[config.mk]
export PLATFORM = sky130hd
export DESIGN_NAME = acq_sdram_sched_flat
export DESIGN_NICKNAME = d
export VERILOG_FILES = /design/src/rtl/acq_sdram_sched_if.sv /design/src/rtl/acq_sdram_sched.sv /design/src/flat_wrapper.sv
export SDC_FILE = /design/constraint.sdc
export NUM_CORES = 1
export LEC_CHECK = 0
export ABC_AREA = 1
export BUFFER_PORTS_ARGS = -buffer_cell sky130_fd_sc_hd__buf_2
export CAP_MARGIN = 25
export CELL_PAD_IN_SITES_DETAIL_PLACEMENT = 0
export CELL_PAD_IN_SITES_GLOBAL_PLACEMENT = 1
export CORE_MARGIN = 2
export CORE_UTILIZATION = 35
export CTS_CLUSTER_SIZE = 12
export DETAILED_ROUTE_END_ITERATION = 10
export GPL_TIMING_DRIVEN = 0
export PLACE_DENSITY = 0.8
export SKIP_CTS_REPAIR_TIMING = 1
export SYNTH_ARGS = -nofsm -noshare
export SYNTH_HDL_FRONTEND = slang
export SYNTH_SLANG_ARGS = --single-unit
export TNS_END_PERCENT = 1
[constraint.sdc]
create_clock -name clk -period 7.05 [get_ports clk]
set_input_delay 0.3525 -clock clk [delete_from_list [all_inputs] [get_ports clk]]
set_output_delay 0.3525 -clock clk [all_outputs]
set_load 0.1 [all_outputs]
[src/rtl/acq_sdram_sched_if.sv]
// Handshake bundle between the ADC capture scheduler and its host, sample source and SDRAM write FIFO.
interface acq_sdram_sched_if #(
   parameter int NUM_CH = 8,
   parameter int DATA_W = 16,
   parameter int CNT_W  = 24
);
   logic                     sdram_init_done;
   logic                     start;
   logic                     stop;
   logic [NUM_CH-1:0]        ch_mask;
   logic [CNT_W-1:0]         max_frames;
   logic                     sample_valid;
   logic [NUM_CH*DATA_W-1:0] ch_data;
   logic                     wr_fifo_afull;
   logic                     wr_load;
   logic                     wr_en;
   logic [DATA_W-1:0]        wr_data;
   logic                     busy;
   logic                     done;
   logic                     overrun;
   logic [CNT_W-1:0]         frame_cnt;
   logic [CNT_W-1:0]         word_cnt;

   modport slave (
      input  sdram_init_done, start, stop, ch_mask, max_frames,
             sample_valid, ch_data, wr_fifo_afull,
      output wr_load, wr_en, wr_data, busy, done, overrun, frame_cnt, word_cnt
   );

   modport master (
      output sdram_init_done, start, stop, ch_mask, max_frames,
             sample_valid, ch_data, wr_fifo_afull,
      input  wr_load, wr_en, wr_data, busy, done, overrun, frame_cnt, word_cnt
   );
endinterface

[src/rtl/acq_sdram_sched.sv]
// Serialises per-frame ADC channel snapshots into the SDRAM write FIFO, honouring channel mask,
// FIFO back-pressure, frame limits and abort requests.
//
//  state    | meaning
//  ---------+-----------------------------------------------------------
//  IDLE     | after reset, waiting for an accepted start
//  LOAD     | one cycle: wr_load pulse, counters cleared
//  WAIT_SMP | waiting for sample_valid (or stop / SDRAM loss)
//  WRITE    | streaming the remaining enabled channels of a snapshot
//  DONE     | capture finished, done held until the next start
module acq_sdram_sched #(
   parameter int NUM_CH = 8,
   parameter int DATA_W = 16,
   parameter int CNT_W  = 24
) (
   input logic               clk,
   input logic               rst,
   acq_sdram_sched_if.slave  bus
);
   localparam int PTR_W = (NUM_CH > 1) ? $clog2(NUM_CH) : 1;

   typedef enum logic [2:0] {IDLE, LOAD, WAIT_SMP, WRITE, DONE} state_t;

   state_t                   state_q, state_d;
   logic [NUM_CH-1:0]        mask_q, mask_d;
   logic [CNT_W-1:0]         max_q, max_d;
   logic [NUM_CH*DATA_W-1:0] snap_q, snap_d;
   logic [PTR_W-1:0]         ptr_q, ptr_d;
   logic                     stop_pend_q, stop_pend_d;
   logic                     last_wr_q, last_wr_d;
   logic                     wr_load_q, wr_load_d;
   logic                     wr_en_q, wr_en_d;
   logic [DATA_W-1:0]        wr_data_q, wr_data_d;
   logic                     busy_q, busy_d;
   logic                     done_q, done_d;
   logic                     overrun_q, overrun_d;
   logic [CNT_W-1:0]         frame_cnt_q, frame_cnt_d;
   logic [CNT_W-1:0]         word_cnt_q, word_cnt_d;

   logic                     do_wr;
   logic [PTR_W-1:0]         wr_ptr;
   logic [DATA_W-1:0]        wr_word;
   logic [PTR_W:0]           nxt;
   logic                     halt_req;
   logic                     frame_limit;

   function automatic logic [PTR_W-1:0] first_en(input logic [NUM_CH-1:0] m);
      logic [PTR_W-1:0] r;
      r = '0;
      for (int i = NUM_CH-1; i >= 0; i--)
         if (m[i]) r = PTR_W'(i);
      return r;
   endfunction

   function automatic logic [PTR_W:0] next_en(input logic [NUM_CH-1:0] m, input logic [PTR_W-1:0] p);
      logic [PTR_W:0] r;
      r = '0;
      for (int i = NUM_CH-1; i >= 0; i--)
         if (m[i] && (i > int'(p))) r = {1'b1, PTR_W'(i)};
      return r;
   endfunction

   function automatic logic [CNT_W-1:0] sat_inc(input logic [CNT_W-1:0] v);
      return (&v) ? v : v + CNT_W'(1);
   endfunction

   always_comb begin
      state_d     = state_q;
      mask_d      = mask_q;
      max_d       = max_q;
      snap_d      = snap_q;
      ptr_d       = ptr_q;
      stop_pend_d = stop_pend_q;
      last_wr_d   = 1'b0;
      wr_en_d     = 1'b0;
      wr_data_d   = wr_data_q;
      overrun_d   = overrun_q;
      frame_cnt_d = frame_cnt_q;
      word_cnt_d  = word_cnt_q;
      do_wr       = 1'b0;
      wr_ptr      = ptr_q;
      wr_word     = snap_q[ptr_q*DATA_W +: DATA_W];
      nxt         = '0;
      halt_req    = bus.stop || !bus.sdram_init_done;
      frame_limit = (max_q != '0) &&
                    ((CNT_W+1)'(frame_cnt_q) + (CNT_W+1)'(1) == (CNT_W+1)'(max_q));

      case (state_q)
         IDLE, DONE: begin
            if (bus.start && bus.sdram_init_done && (bus.ch_mask != '0)) begin
               state_d     = LOAD;
               mask_d      = bus.ch_mask;
               max_d       = bus.max_frames;
               frame_cnt_d = '0;
               word_cnt_d  = '0;
               overrun_d   = 1'b0;
               stop_pend_d = 1'b0;
               ptr_d       = '0;
            end
         end
         LOAD: state_d = WAIT_SMP;
         WAIT_SMP: begin
            if (halt_req) begin
               state_d = DONE;
            end else if (bus.sample_valid) begin
               // The cycle showing a frame's last word still counts as busy for the sampler.
               if (last_wr_q) begin
                  overrun_d = 1'b1;
               end else begin
                  snap_d  = bus.ch_data;
                  ptr_d   = first_en(mask_q);
                  state_d = WRITE;
                  if (!bus.wr_fifo_afull) begin
                     do_wr   = 1'b1;
                     wr_ptr  = first_en(mask_q);
                     wr_word = bus.ch_data[first_en(mask_q)*DATA_W +: DATA_W];
                  end
               end
            end
         end
         WRITE: begin
            if (bus.sample_valid) overrun_d = 1'b1;
            if (halt_req) stop_pend_d = 1'b1;
            if (!bus.wr_fifo_afull) do_wr = 1'b1;
         end
         default: state_d = IDLE;
      endcase

      if (do_wr) begin
         wr_en_d    = 1'b1;
         wr_data_d  = wr_word;
         word_cnt_d = sat_inc(word_cnt_q);
         nxt        = next_en(mask_q, wr_ptr);
         if (nxt[PTR_W]) begin
            ptr_d   = nxt[PTR_W-1:0];
            state_d = WRITE;
         end else begin
            ptr_d       = '0;
            last_wr_d   = 1'b1;
            frame_cnt_d = sat_inc(frame_cnt_q);
            state_d     = (frame_limit || stop_pend_q || halt_req) ? DONE : WAIT_SMP;
         end
      end

      if (state_d == DONE) stop_pend_d = 1'b0;
      wr_load_d = (state_d == LOAD);
      busy_d    = (state_d == LOAD) || (state_d == WAIT_SMP) || (state_d == WRITE);
      done_d    = (state_d == DONE);
   end

   always_ff @(posedge clk or posedge rst) begin
      if (rst) begin
         state_q     <= IDLE;
         mask_q      <= '0;
         max_q       <= '0;
         snap_q      <= '0;
         ptr_q       <= '0;
         stop_pend_q <= 1'b0;
         last_wr_q   <= 1'b0;
         wr_load_q   <= 1'b0;
         wr_en_q     <= 1'b0;
         wr_data_q   <= '0;
         busy_q      <= 1'b0;
         done_q      <= 1'b0;
         overrun_q   <= 1'b0;
         frame_cnt_q <= '0;
         word_cnt_q  <= '0;
      end else begin
         state_q     <= state_d;
         mask_q      <= mask_d;
         max_q       <= max_d;
         snap_q      <= snap_d;
         ptr_q       <= ptr_d;
         stop_pend_q <= stop_pend_d;
         last_wr_q   <= last_wr_d;
         wr_load_q   <= wr_load_d;
         wr_en_q     <= wr_en_d;
         wr_data_q   <= wr_data_d;
         busy_q      <= busy_d;
         done_q      <= done_d;
         overrun_q   <= overrun_d;
         frame_cnt_q <= frame_cnt_d;
         word_cnt_q  <= word_cnt_d;
      end
   end

   assign bus.wr_load   = wr_load_q;
   assign bus.wr_en     = wr_en_q;
   assign bus.wr_data   = wr_data_q;
   assign bus.busy      = busy_q;
   assign bus.done      = done_q;
   assign bus.overrun   = overrun_q;
   assign bus.frame_cnt = frame_cnt_q;
   assign bus.word_cnt  = word_cnt_q;
endmodule
[src/flat_wrapper.sv]
// flat-port wrapper written by rule: the top's interface ports become plain ports
module acq_sdram_sched_flat 
#(
   parameter int NUM_CH = 8,
   parameter int DATA_W = 16,
   parameter int CNT_W  = 24
)
  (clk, rst, bus_sdram_init_done, bus_start, bus_stop, bus_ch_mask, bus_max_frames, bus_sample_valid, bus_ch_data, bus_wr_fifo_afull, bus_wr_load, bus_wr_en, bus_wr_data, bus_busy, bus_done, bus_overrun, bus_frame_cnt, bus_word_cnt);
  acq_sdram_sched_if #(.NUM_CH(NUM_CH), .DATA_W(DATA_W), .CNT_W(CNT_W)) bus_i ();
  input logic clk;
  input logic rst;
  input wire logic [$bits(bus_i.sdram_init_done)-1:0] bus_sdram_init_done;
  input wire logic [$bits(bus_i.start)-1:0] bus_start;
  input wire logic [$bits(bus_i.stop)-1:0] bus_stop;
  input wire logic [$bits(bus_i.ch_mask)-1:0] bus_ch_mask;
  input wire logic [$bits(bus_i.max_frames)-1:0] bus_max_frames;
  input wire logic [$bits(bus_i.sample_valid)-1:0] bus_sample_valid;
  input wire logic [$bits(bus_i.ch_data)-1:0] bus_ch_data;
  input wire logic [$bits(bus_i.wr_fifo_afull)-1:0] bus_wr_fifo_afull;
  output wire logic [$bits(bus_i.wr_load)-1:0] bus_wr_load;
  output wire logic [$bits(bus_i.wr_en)-1:0] bus_wr_en;
  output wire logic [$bits(bus_i.wr_data)-1:0] bus_wr_data;
  output wire logic [$bits(bus_i.busy)-1:0] bus_busy;
  output wire logic [$bits(bus_i.done)-1:0] bus_done;
  output wire logic [$bits(bus_i.overrun)-1:0] bus_overrun;
  output wire logic [$bits(bus_i.frame_cnt)-1:0] bus_frame_cnt;
  output wire logic [$bits(bus_i.word_cnt)-1:0] bus_word_cnt;
  assign bus_i.sdram_init_done = bus_sdram_init_done;
  assign bus_i.start = bus_start;
  assign bus_i.stop = bus_stop;
  assign bus_i.ch_mask = bus_ch_mask;
  assign bus_i.max_frames = bus_max_frames;
  assign bus_i.sample_valid = bus_sample_valid;
  assign bus_i.ch_data = bus_ch_data;
  assign bus_i.wr_fifo_afull = bus_wr_fifo_afull;
  assign bus_wr_load = bus_i.wr_load;
  assign bus_wr_en = bus_i.wr_en;
  assign bus_wr_data = bus_i.wr_data;
  assign bus_busy = bus_i.busy;
  assign bus_done = bus_i.done;
  assign bus_overrun = bus_i.overrun;
  assign bus_frame_cnt = bus_i.frame_cnt;
  assign bus_word_cnt = bus_i.word_cnt;
  acq_sdram_sched #(.NUM_CH(NUM_CH), .DATA_W(DATA_W), .CNT_W(CNT_W)) u_core (.clk(clk), .rst(rst), .bus(bus_i));
endmodule
==> results of run 1 <==
[power breakdown]
group          internal (W)  switching [W]  leakage (nW)  total [W]
Combinational       0.00102        0.00278          4.62    0.00380
Sequential          0.00189       0.000387          3.10    0.00227
Clock               0.00101       0.000645         0.521    0.00166
Total               0.00392        0.00381          8.24    0.00773
[per-layer routing]
metal,global-route usage (%),share of wire [%],up-vias
met2,42.2,44,665
met3,4.10,8.0,129
li1,-,-,6601
met5,0,0,-
met4,12.6,4.7,0
met1,36.6,43,6767
[cell usage in the layout (no fill, tap or decap), types with 3 or more instances in the layout]
cell type and n:
nor2_2 4, a31oi_1 18, o22ai_1 10, clkbuf_1 77, inv_1 126, nand4_1 17
nor2_4 5, buf_6 4, o32ai_1 33, clkbuf_8 7, xor2_1 23, nand3_1 83
dfrtp_1 237, nor4_1 4, inv_2 10, o21ai_0 174, nand2_2 4, nor2_1 197
a21oi_1 53, nand2_1 667, o221ai_1 16, buf_2 237, bufinv_16 4, nor3_1 21
a211oi_1 4, nand3_2 3, clkinvlp_4 3, o211ai_1 13, nand3b_1 3, dlygate4sd3_1 7
clkinv_2 7, buf_1 16, clkbuf_16 31
[through the flow]
| step | std cells | area (µm²) |
|---|---|---|
| after floorplan | 1856 | 13300 |
| after CTS | 2657 | 16200 |
| after detailed placement | 2604 | 15200 |
| final | 2664 | 16300 |
| after global placement | 2602 | 15100 |
| after global routing | 2664 | 16300 |
[flip-flops by register name, indices dropped and copies added (netlist names)]
| register | cells |
|---|---|
| u_core.bus.wr_en | 1 |
| u_core.bus.overrun | 1 |
| u_core.last_wr_q | 1 |
| u_core.state_q | 3 |
| u_core.stop_pend_q | 1 |
| u_core.bus.frame_cnt | 24 |
| u_core.bus.wr_data | 16 |
| u_core.mask_q | 8 |
| u_core.max_q | 24 |
| u_core.bus.done | 1 |
| u_core.ptr_q | 3 |
| u_core.bus.word_cnt | 24 |
| u_core.snap_q | 128 |
| u_core.bus.wr_load | 1 |
| u_core.bus.busy | 1 |
[area by class of cell]
type / count / area (µm²) / share of cell area [%]
clock inverters: 15 / 186 / 1.14
inverters: 139 / 529 / 3.25
repair buffers: 244 / 1300 / 7.98
well taps: 511 / 639 / 3.92
flip-flops and latches: 237 / 5930 / 36.4
clock buffers: 38 / 872 / 5.35
multi-input cells: 1379 / 6420 / 39.4
plain buffers: 101 / 419 / 2.57
[final timing paths]
path	slack, ns	cells past startpoint	end
worst min-delay path	-0.008	3	u_core.snap_q[119]
max in group asynchronous	5.49	5	u_core.max_q[7]
worst min register to register	0.47	2	u_core.snap_q[106]
min in group asynchronous	0.31	3	u_core.snap_q[119]
worst max register to register	3.85	15	u_core.bus.wr_data[11]
worst max-delay path	3.85	15	u_core.bus.wr_data[11]
[cell families (layout without fill, tap and decap cells)]
kind of cell    Yosys count  after routing  share of synthesized area [%]
compound gates          329            329                           14.5
xor+xnor                 27             27                           1.99
simple gates           1021           1021                           31.6
buf+inv                 240            537                           7.08
fa+ha+maj                 2              2                          0.188
flops                   237            237                           44.6
[worst max-delay path, delay by kind of cell (launching register included)]
family / cells / cell delay (ns)
AO/OA/AOI/OAI: 2 / 0.72
buffers and inverters: 4 / 1.40
flip-flops: 1 / 0.39
AND/OR/NAND/NOR: 9 / 0.62
[Yosys cell counts, types with 2 or more instances]
master / number
nand3_1: 83
inv_2: 10
o221ai_1: 16
buf_6: 4
a21oi_1: 53
xnor3_1: 2
inv_1: 127
clkbuf_1: 77
nor2_4: 5
nand3b_1: 3
dfrtp_1: 237
xnor2_1: 2
o21ai_2: 2
nand3_2: 3
buf_1: 16
clkinv_1: 2
nor2_1: 197
o32ai_1: 33
nand2_1: 667
buf_2: 2
o211ai_1: 13
and2_1: 2
ha_1: 2
nand4_1: 17
o22ai_1: 10
nor3_2: 2
a31oi_1: 18
nand2_2: 4
nor4_1: 4
o21a_1: 2
o31ai_1: 2
o21ai_0: 174
buf_4: 2
xor2_1: 23
nor2_2: 4
nor3_1: 21
a211oi_1: 4
==> summary.md, run 1 <==
| Metric | Value |
|---|---|
| Crit Path Class | `register to register` |
| Max IR drop VDD | `0.000272 V` |
| Max_cap viols | `0` |
| Routed WL | `approximately 53000 µm` |
| Io pins | `236` |
| Outcome | `finished with violations` |
| Synth unique cells | `48` |
| Setup Viol. Count Final | `0` |
| Main synth FF type | `dfrtp_1` |
| Worst-Margin Slew | `around 0.78 ns` |
| Pwr Density | `474 mW/mm²` |
| Violated checks | `negative hold slack` |
| Pre-CTS WS | `4.01 ns` |
| CTS tree | `done` |
| Power Total | `0.00773 W` |
| CP startpoint | `u_core.mask_q[6]` |
| Critical-path cell list | `inv_1, nand2_1, nand2_1, nand2_1, nand2_1, nand2_1, nand2_1, nand2_1, inv_1, clkbuf_1, clkbuf_1, nor2_1, o21ai_0, o221ai_1, nand2_1` |
| Tcrit/Tclk final | `45.4%` |
| Die width | `199 µm` |
| Vias in the first global route | `between 10000 and 15000` |
| Ant diodes | `0` |
| Reg clk slew, reported paths | `0.06 ns` |
| EDFF count, synth | `0` |
| WP data required | `7.55 ns` |
| Hold_ws | `-0.00847 ns` |
| ANT nets after route | `0` |
| Chip height | `199 µm` |
| Fin Clk Skew | `0.0193 ns` |
| Hold WC Path Type | `input pin to register` |
| Max FO, Critical Path | `10` |
| Aggregate global-route resource usage | `a little over a quarter` |
| # DRC | `0` |
| DRT iter0 DRCs | `1325` |
| Slowest CP cell | `clkbuf_1` |
| Post-synthesis cell count | `1856` |
| CP max stage delay | `0.65 ns` |
| Initial antenna violation count | `0` |
| Total CTS buffers | `30` |
| Top-area cell type share of the netlist area | `about 45%` |
| Avg WL per Cell | `about 20 µm` |
| Setup TNS | `0 ns` |
| Final hold viol count | `5` |
| Row Count | `around 70` |
| Initial Util | `between 30% and 40%` |
| Register area share after synthesis | `between 40% and 50%` |
| Minimum clock period | `3.20 ns` |
| RSZ-0062 raised after global routing | `no` |
| Fill count | `between 3000 and 4000` |
| Largest net degree at the start of global routing | `126` |
| Htree depth | `1` |
| Clock Sinks | `between 200 and 250` |
| Synthesized area per cell | `7.16 µm²` |
| Async S/R FF share, synth | `100%` |
| Total grt overflow | `0` |
| Leak Pwr | `8.24 nW` |
| Clk Tree Root Cell | `clkbuf_16` |
| Max_slew headroom | `47.9%` |
| Worst-Skew Late Latency | `about 0.57 ns` |
| Synth area leader | `dfrtp_1` |
| Post-DR vias/cell | `5.32` |
| Routability Congestion | `0.917` |
| RR Startpoint | `u_core.mask_q[6]` |
| HP Start | `bus_ch_data[119]` |
| Worst setup EP type | `register` |
| Nets | `2301` |
| Placeable Area | `0.0376 mm²` |
| Buffers on Ports | `235` |
| YS warnings | `0` |
| Arrival time at the worst endpoint | `roughly 3.7 ns` |
| Max-slew violation count | `0` |
| First-pass GRT wire length | `around 80000 µm` |
| Yosys reg bits | `between 200 and 250` |
| Clock Tree Buf Depth | `3` |
| Top cell by count, worst path | `nand2_1` |
| Final Worst Setup Slack | `3.85 ns` |
| Largest cells by area after synthesis | `dfrtp_1, nand2_1, o21ai_0` |
| Hpwl dp | `about 40000 µm` |
| Synthesized area | `around 0.013 mm²` |
| Share of layout cells above drive strength 1 | `15.6%` |
| Post-synth net total | `2025` |
| Area growth syn-to-layout | `22.6%` |
| Startpoint Class | `register` |
| Fin util | `43.4%` |
| Drt first pass iters | `6` |
| Die ar. | `0.0396 mm²` |
| F_max | `roughly 310 MHz` |
| Vias | `14200` |
Power figures use the tool's default switching activity.
==> run 2: changes to the inputs <==
- clock period: 7.05 -> 2.7 ns (I/O delays scaled with it)
==> run 2 against run 1 <==
Compared with the run above: the run now ends clean; global-route usage grew 0.30 points; final cell count grew 6.5%; wire length grew 5.2%; power grew to 2.6 times the previous value; register-to-register slack lost 3.8 ns; critical path type unchanged.
==> summary.md, run 2 (synthesized netlist as in run 1, its figures left out) <==
| Metric | Value |
|---|---|
| Area occupied by multi-input gates | `0.00660 mm² (was 0.00642 mm²)` |
| Worst setup EP type | `register (unchanged)` |
| Leak Pwr | `9.05 nW (was 8.24 nW)` |
| Power share of the combinational group | `51.3% (was 49.1%)` |
| Vias in the first global route | `13600 (was 13700)` |
| Initial antenna violation count | `0 (unchanged)` |
| NetSw | `0.0101 W (was 0.00381 W)` |
| Area growth syn-to-layout | `36.5% (was 22.6%)` |
| Routability Congestion | `0.943 (was 0.917)` |
| Tcrit/Tclk final | `97.4% (was 45.4%)` |
| CP Depth | `9 (was 15)` |
| Arrival time at the worst endpoint | `3.12 ns (was 3.70 ns)` |
| Depth of the worst register-to-register path | `9 (was 15)` |
| Vias | `14800 (was 14200)` |
| Clock power frac | `19.5% (was 21.4%)` |
| Fill count | `3777 (was 3961)` |
| Max_cap viols | `0 (unchanged)` |
| ANT nets after route | `0 (unchanged)` |
| Power Total | `0.0204 W (was 0.00773 W)` |
| Share of layout cells above drive strength 1 | `17.2% (was 15.6%)` |
| P_int | `0.0103 W (was 0.00392 W)` |
| Aggregate global-route resource usage | `27.2% (was 26.9%)` |
| Startpoint Class | `register (unchanged)` |
| Ant diodes | `0 (unchanged)` |
| Routed WL | `56300 µm (was 53500 µm)` |
| Pre-CTS WS | `-0.337 ns (was 4.01 ns)` |
| Top reg by flops | `u_core.snap_q (unchanged)` |
| Number of flip-flops in the largest register | `128 (unchanged)` |
| Drt first pass iters | `6 (unchanged)` |
| DRT iter0 DRCs | `1315 (was 1325)` |
| Io pins | `236 (unchanged)` |
| Most frequent cells in the layout | `nand2_1, buf_2, dfrtp_1 (unchanged)` |
| Htree depth | `1 (unchanged)` |
| Slowest CP cell | `o32ai_1 (was clkbuf_1)` |
| Avg WL per Cell | `19.8 µm (was 20.1 µm)` |
| Worst-Margin Slew | `0.809 ns (was 0.781 ns)` |
| Hold Path Stages | `4 (was 3)` |
| Top cell by count, worst path | `nand2_1 (unchanged)` |
| Total CTS buffers | `30 (unchanged)` |
| Minimum clock period | `2.63 ns (was 3.20 ns)` |
| Crit Path Class | `register to register (unchanged)` |
| Chip height | `199 µm (unchanged)` |
| Commonest non-fill, non-tap cell in the layout | `nand2_1 (unchanged)` |
| Clock Tree Buf Depth | `3 (unchanged)` |
| Max-slew violation count | `0 (unchanged)` |
| Clk Tree Root Cell | `clkbuf_16 (unchanged)` |
| Final hold viol count | `0 (was 5)` |
| Buffers on Ports | `235 (unchanged)` |
| Placeable Area | `0.0376 mm² (unchanged)` |
| Max IR drop VDD | `0.000688 V (was 0.000272 V)` |
| Clock Sinks | `237 (unchanged)` |
| Flop pwr share | `29.2% (was 29.4%)` |
| Nets | `2472 (was 2301)` |
| Worst-Skew Late Latency | `0.57 ns (about the same)` |
| Top delay family on crit path | `buffers and inverters (unchanged)` |
| Max FO, Critical Path | `10 (unchanged)` |
| # DRC | `0 (unchanged)` |
| Pwr Density | `1120 mW/mm² (was 474 mW/mm²)` |
| Outcome | `completed (was finished with violations)` |
| Max_slew headroom | `46.1% (was 47.9%)` |
| Hpwl dp | `40900 µm (was 40400 µm)` |
| Row Count | `71 (unchanged)` |
| Setup Viol. Count Final | `0 (unchanged)` |
| Reg clk slew, reported paths | `0.06 ns (about the same)` |
| Hold WC Path Type | `input pin to register (unchanged)` |
| Post-DR vias/cell | `5.23 (was 5.32)` |
| Register area | `0.00594 mm² (was 0.00593 mm²)` |
| CTS tree | `done (unchanged)` |
| RSZ-0062 raised after global routing | `yes (was no)` |
| Largest net degree at the start of global routing | `40 (was 126)` |
| First-pass GRT wire length | `81000 µm (was 80200 µm)` |
| Die width | `199 µm (unchanged)` |
| CP max stage delay | `0.56 ns (was 0.65 ns)` |
| Critical-path cell list | `buf_1, inv_2, clkbuf_2, nor2_1, o32ai_1, nand2_1, a31oi_1, o221ai_1, nand2_1 (was inv_1, nand2_1, nand2_1, nand2_1, nand2_1, nand2_1, nand2_1, nand2_1, inv_1, clkbuf_1, clkbuf_1, nor2_1, o21ai_0, o221ai_1, nand2_1)` |
| Die ar. | `0.0396 mm² (unchanged)` |
| Initial Util | `35.4% (unchanged)` |
| Switching part of the total | `49.6% (was 49.3%)` |
| Final Worst Setup Slack | `0.0695 ns (was 3.85 ns)` |
| Total grt overflow | `0 (unchanged)` |
| F_max | `380 MHz (was 313 MHz)` |
| WP data required | `3.19 ns (was 7.55 ns)` |
| Fin Clk Skew | `0.0266 ns (was 0.0193 ns)` |
| CP bufs+invs | `3 (was 4)` |
-- run 2: cell types whose count changed in the layout (fill, tap and decap cells not counted), moves of 4 or more --
cell / change
dlygate4sd3_1: +154
clkbuf_2: +22
buf_4: +11
clkbuf_1: -10
buf_1: -7
dfrtp_1: -7
dfrtp_2: +7
buf_12: +6
nand2_1: -6
nand2_2: +5
nor2_4: +5
bufinv_16: -4
xor2_1: -4
-- run 2: path summary, 6_finish.rpt --
check | from | end | slack (ns)
min reg2reg | u_core.snap_q[34] | u_core.snap_q[34] | 0.47
max reg2reg | u_core.ptr_q[0] | u_core.bus.wr_data[11] | 0.07
max | u_core.ptr_q[0] | u_core.bus.wr_data[11] | 0.07
min | bus_stop | u_core.snap_q[93] | 0.18
min in group asynchronous | rst | u_core.snap_q[119] | 0.22
max in group asynchronous | rst | u_core.bus.frame_cnt[21] | 1.27
-- run 2: area by class of cell --
class	count	share of cell area, %
flip-flops and latches	237	32.7
inverters	139	2.91
clock buffers	46	5.08
repair buffers	414	16.5
clock inverters	10	0.317
plain buffers	101	2.52
well taps	511	3.52
multi-input cells	1380	36.4
-- run 2: power by group through the flow --
stage | registers (W) | clock network [W] | logic, W
2_1_floorplan | 0.00698 | 0 | 0.00538
3_3_place_gp | 0.00593 | 0 | 0.00966
3_5_place_dp | 0.00594 | 0 | 0.00976
4_1_cts | 0.00591 | 0.00404 | 0.00979
5_1_grt | 0.00609 | 0.00420 | 0.0114
6_report | 0.00596 | 0.00398 | 0.0105
-- run 2: routing by layer --
metal | up-vias | GRT usage [%] | wire, µm
li1 | 6944 | - | -
met4 | 0 | 12.2 | 2420
met2 | 685 | 42.2 | 25800
met1 | 7071 | 37.4 | 23400
met3 | 144 | 4.41 | 4650
met5 | - | 0 | 0
-- run 2: worst reg2reg max path, delay by kind of cell, from the launching register on --
kind / cells / cell delay (ns)
buf+inv: 3 / 0.98
compound gates: 3 / 0.84
flops: 1 / 0.46
simple gates: 3 / 0.29
-- run 2: through the flow --
step                hold slack, ns  TNS [ns]  utilization, %  cells  cell area, µm²
floorplan                    0.245   -129.27               -   1856           13300
global placement             0.348   -528.27            40.2   2602           15100
detailed placement           0.283     -3.89            40.5   2608           15200
CTS                         -0.336     -4.06            43.1   2664           16200
global route                 0.206    -0.414            48.3   2838           18100
finish                       0.177         0            48.3   2838           18100
